## src/rtl/serial_alu_sequencer.sv

```systemverilog
// Bit-serial ALU command sequencer: add/sub/and passes plus radix-2 Booth multiply.
// Optional macro SEQ_SKIP_NOP_EN bypasses Booth passes whose q1/q0 pair calls for no ALU action.
module serial_alu_sequencer #(
  parameter int MAX_LEN = 32
) (
  input  logic       clk,
  input  logic       reset,
  input  logic       cmd_valid,
  output logic       cmd_ready,
  input  logic [3:0] cmd_op,
  input  logic [5:0] cmd_len,
  input  logic       mul_lsb,
  output logic [3:0] alu_sel,
  output logic [5:0] length,
  output logic [6:0] count,
  output logic [5:0] bit_idx,
  output logic       reg_write,
  output logic       q0_var,
  output logic       q1_var,
  output logic       shift_en,
  output logic       busy,
  output logic       done,
  output logic       err
);

  localparam logic [5:0] MaxLen = 6'(MAX_LEN);
  localparam logic [3:0] OpMul  = 4'd2;

`ifdef SEQ_SKIP_NOP_EN
  localparam bit SkipNop = 1'b1;
`else
  localparam bit SkipNop = 1'b0;
`endif

  typedef enum logic [1:0] {IDLE, PASS, SHIFT, FLUSH} state_t;

  state_t     state;
  logic [5:0] iter;

  logic [5:0] len_clamped;
  logic       op_legal;
  logic       last_bit;
  logic [5:0] iter_next;
  logic       last_iter;
  logic       pass_q0;
  logic       skip_pass;

  assign len_clamped = (cmd_len > MaxLen) ? MaxLen : cmd_len;
  assign op_legal    = (cmd_op == 4'd0) || (cmd_op == 4'd1) || (cmd_op == 4'd2) || (cmd_op == 4'd4);
  assign last_bit    = (bit_idx == length - 6'd1);
  assign iter_next   = iter + 6'd1;
  assign last_iter   = (iter_next == length);

  // q1_var still holds the multiplier bit of the pass just finished, so it becomes the next q0.
  assign pass_q0   = (state == SHIFT) ? q1_var : 1'b0;
  assign skip_pass = SkipNop && (mul_lsb == pass_q0);

  always_ff @(posedge clk or negedge reset) begin
    if (!reset) begin
      state     <= IDLE;
      iter      <= '0;
      cmd_ready <= 1'b0;
      alu_sel   <= '0;
      length    <= '0;
      count     <= '0;
      bit_idx   <= '0;
      reg_write <= 1'b0;
      q0_var    <= 1'b0;
      q1_var    <= 1'b0;
      shift_en  <= 1'b0;
      busy      <= 1'b0;
      done      <= 1'b0;
      err       <= 1'b0;
    end else begin
      done     <= 1'b0;
      err      <= 1'b0;
      shift_en <= 1'b0;
      case (state)
        IDLE: begin
          cmd_ready <= 1'b1;
          count     <= '0;
          bit_idx   <= '0;
          reg_write <= 1'b0;
          if (cmd_valid && cmd_ready) begin
            cmd_ready <= 1'b0;
            busy      <= 1'b1;
            alu_sel   <= cmd_op;
            length    <= len_clamped;
            iter      <= '0;
            if (len_clamped == 6'd0 || !op_legal) begin
              state <= FLUSH;
              count <= {len_clamped, 1'b0} + 7'd2;
              done  <= 1'b1;
              err   <= !op_legal;
            end else if (cmd_op == OpMul) begin
              q1_var <= mul_lsb;
              q0_var <= pass_q0;
              if (skip_pass) begin
                state    <= SHIFT;
                shift_en <= 1'b1;
              end else begin
                state     <= PASS;
                reg_write <= (mul_lsb != pass_q0);
              end
            end else begin
              state     <= PASS;
              reg_write <= 1'b1;
            end
          end
        end

        PASS: begin
          if (last_bit) begin
            bit_idx   <= '0;
            reg_write <= 1'b0;
            if (alu_sel == OpMul) begin
              state    <= SHIFT;
              count    <= '0;
              shift_en <= 1'b1;
            end else begin
              state <= FLUSH;
              count <= {length, 1'b0} + 7'd2;
              done  <= 1'b1;
            end
          end else begin
            count   <= count + 7'd1;
            bit_idx <= bit_idx + 6'd1;
          end
        end

        // The register file shifts on this edge; the bit it presents now seeds the next pass.
        SHIFT: begin
          iter <= iter_next;
          if (last_iter) begin
            state <= FLUSH;
            count <= {length, 1'b0} + 7'd2;
            done  <= 1'b1;
          end else begin
            q1_var <= mul_lsb;
            q0_var <= pass_q0;
            count  <= '0;
            if (skip_pass) begin
              state    <= SHIFT;
              shift_en <= 1'b1;
            end else begin
              state     <= PASS;
              reg_write <= (mul_lsb != pass_q0);
            end
          end
        end

        FLUSH: begin
          state     <= IDLE;
          busy      <= 1'b0;
          cmd_ready <= 1'b1;
          count     <= '0;
          bit_idx   <= '0;
          reg_write <= 1'b0;
        end

        default: state <= IDLE;
      endcase
    end
  end

endmodule

```

## config.mk

```make
export PLATFORM = sky130hd
export DESIGN_NAME = serial_alu_sequencer
export DESIGN_NICKNAME = d
export VERILOG_FILES = /design/src/rtl/serial_alu_sequencer.sv
export SDC_FILE = /design/constraint.sdc
export NUM_CORES = 1
export LEC_CHECK = 0
export BUFFER_PORTS_ARGS = -buffer_cell sky130_fd_sc_hd__buf_2
export CAP_MARGIN = 5
export CORE_ASPECT_RATIO = 1.2
export CORE_MARGIN = 5
export CORE_UTILIZATION = 39
export CTS_CLUSTER_SIZE = 10
export DETAILED_ROUTE_END_ITERATION = 7
export RECOVER_POWER = 50
export SKIP_CTS_REPAIR_TIMING = 1
export SYNTH_ARGS = -nofsm -noshare
export SYNTH_HDL_FRONTEND = slang
export SYNTH_SLANG_ARGS = --single-unit
```

## constraint.sdc

```tcl
create_clock -name clk -period 4.3 [get_ports clk]
set_input_delay 0.86 -clock clk [delete_from_list [all_inputs] [get_ports clk]]
set_output_delay 0.86 -clock clk [all_outputs]
set_load 0.005 [all_outputs]
```

==> flow_summary.toml <==
[outcome]
outcome = "complete, but fails checks"
violations = "max-capacitance violations, max-slew violations"

[clock_tree]
cts_buffer_depth = 2
cts_buffers = 5
clockRootBuffer = "clkbuf_8"
clock-sinks = 39
clk_latency_ns = 0.29
cts_tree = "yes"
clkSlewWorstSetupHoldPaths_ns = 0.08
htreeDepth = 2

[synth]
yosysUniqueCellTypes = 47
syn-cell-area_mm2 = 0.00254
ys_seq_area_share_pct = 38.4
synth-seq-cells = 39
synth_flop_cell = "dfrtp_1"
syn_avg_cell_area_um2 = 9.46
syn_inst = 269
synth_top_area_share_pct = 38.4
synthArstFlopShare_pct = 100
synthTopCellsByArea = "dfrtp_1, ha_1, xor2_1"
synth_nets = 295
yosysWarnings = 0
synth_top_area_cell = "dfrtp_1"
synth_edf_count = 0

[timing]
setup_tns_ns = 0
slew_violations = 40
timing.fmax_mhz = 373
relSlewSlack_pct = -41.4
setup_viol = 0
rsz0062_at_grt = "false"
worst_pin_slew_ns = 2.12
fin_crit_ns = 2.68
finClkSkew_ns = 0.00583
finalCritPeriodShare_pct = 62.3
hold_viol = 0

[place]
place_hpwl_um = 4340
place_congestion = 0.852
port_buffers = 44

[worst_setup_path]
end_kind = "register"
start_kind = "input port"
crit_type = "in -> reg"
worstSetupEndpoint = "q1_var"
required_ns = 4.48
r2r_slack_ns = 1.73
ff2ff_path_depth = 8
reg2reg_from = "length[0]"
worstPathArrival_ns = 2.86
rr_endpoint = "state[0]"
startpoint = "cmd_len[5]"
crit_path_max_fanout = 9

[drt]
routed_wirelength_um = 5850
viasPerCell = 5.27
drtIter0Drc = 126
wire_per_inst_um = 14.8
first_pass_iters = 4
via_count = 2085
drc = 0
postRouteAntennaNets = 0

[die]
dieArea_mm2 = 0.00824
fp.dieW_um = 83.7
initial_core_util_pct = 39.7
num_io_pins = 45
die_h_um = 98.5
fp-row-count = 32
core_mm2 = 0.00641

[layout]
nFillCells = 662
layout_common_cells = "dfrtp_1, buf_2, nand2_1"
drive_gt1_share_pct = 18.3
antennaDiodeCount = 0
final_common_cell = "dfrtp_1"
area_growth_pct = 13.6
final_core_util_pct = 45.1
nets = 336

[global_routing]
grt_pass1_wl_um = 9960
grtUsageTotal_pct = 14.9
overflow = 0
grt_max_degree = 40
grt_pass1_vias = 2085
grt_antenna_before_repair = 0

[power_and_ir_drop]
p_leak_nw = 1.38
peakVddDrop_v = 0.000248
powerDensity_mw_per_mm2 = 625

[flow_run]
maxCapViolations = 1

[worst_hold_path]
hp-class = "reg -> reg"
==> how the worst min path moves through the flow <==
stage              end  cells past startpoint     from  slack (ns)
2_1_floorplan  iter[1]                      1  iter[1]        0.49
3_5_place_dp   iter[1]                      1  iter[1]        0.51
3_3_place_gp   iter[1]                      1  iter[1]        0.50
4_1_cts        iter[1]                      1  iter[1]        0.53
6_report       iter[1]                      1  iter[1]        0.53
5_1_grt        iter[1]                      1  iter[1]        0.54
==> through the flow <==
step / hold WS, ns / worst slack [ns] / cells / cell area (µm²) / power, mW
6_report: 0.526 / 1.62 / 396 / 2890 / 1.81
5_1_grt: 0.542 / 1.39 / 396 / 2890 / 1.97
2_1_floorplan: 0.492 / 1.71 / 269 / 2540 / 1.31
3_5_place_dp: 0.513 / 1.28 / 388 / 2820 / 1.59
3_3_place_gp: 0.502 / 1.31 / 388 / 2820 / 1.58
4_1_cts: 0.532 / 1.60 / 396 / 2900 / 1.84
==> worst max-delay path, stage by stage <==
cell and delay, ns:
buf_2 0.14, nand2b_1 0.20, ha_1 0.21, nor2b_1 0.13, a211oi_1 0.43, nand2b_1 0.13, nand2b_1 0.16, a21oi_1 0.25
mux2_2 0.36
==> metal layers <==
layer	part of all wire [%]	track usage [%]	up-vias
met2	48	24.1	46
met1	45	18.9	986
li1	-	-	1038
met3	5.2	3.93	15
met5	0	0	-
met4	2.2	6.06	0
==> flip-flops by register name, indices dropped and copies added (netlist names), 2 cells and up <==
signal   flops
state        2
count        7
length       6
iter         6
alu_sel      4
bit_idx      6
==> synthesized netlist by cell type (all sizes together) (2+ instances only) <==
library cell	n
a32o	2
inv	10
or2	2
nor3	8
mux2	6
nor2b	6
o21ai	14
xnor2	12
nor2	15
a21oi	9
or3	5
buf	5
a22o	4
a31oi	3
xor2	15
a22oi	3
o31ai	4
nand3	17
and3	3
nand2	22
dfrtp	39
nand2b	10
nor4b	3
ha	12
a211oi	3
nand3b	2
a21o	11
clkbuf	6
mux2i	4
o32a	2
==> kinds of logic after synthesis <==
family | synth area share, %
AND/OR/NAND/NOR | 20.2
XOR/XNOR | 9.30
buffers and inverters | 3.84
adder cells (fa/ha/maj) | 6.30
AO/OA/AOI/OAI | 17.8
flip-flops | 38.4
multiplexers | 4.23
==> layout make-up <==
| class | instances | area [µm²] | share of cell area (%) |
|---|---|---|---|
| multi-input cells | 209 | 1470 | 50.9 |
| flip-flops and latches | 39 | 976 | 33.8 |
| repair buffers | 45 | 215 | 7.45 |
| well taps | 85 | 106 | 3.68 |
| clock buffers | 5 | 68.8 | 2.38 |
| inverters | 10 | 37.5 | 1.30 |
| clock inverters | 3 | 15.0 | 0.520 |
==> where the power goes <==
group | switching (mW) | leakage [nW] | internal (mW) | total (mW)
Sequential | 0.179 | 0.510 | 0.489 | 0.668
Clock | 0.130 | 0.0477 | 0.111 | 0.241
Combinational | 0.489 | 0.824 | 0.408 | 0.897
Power figures use the tool's default switching activity.
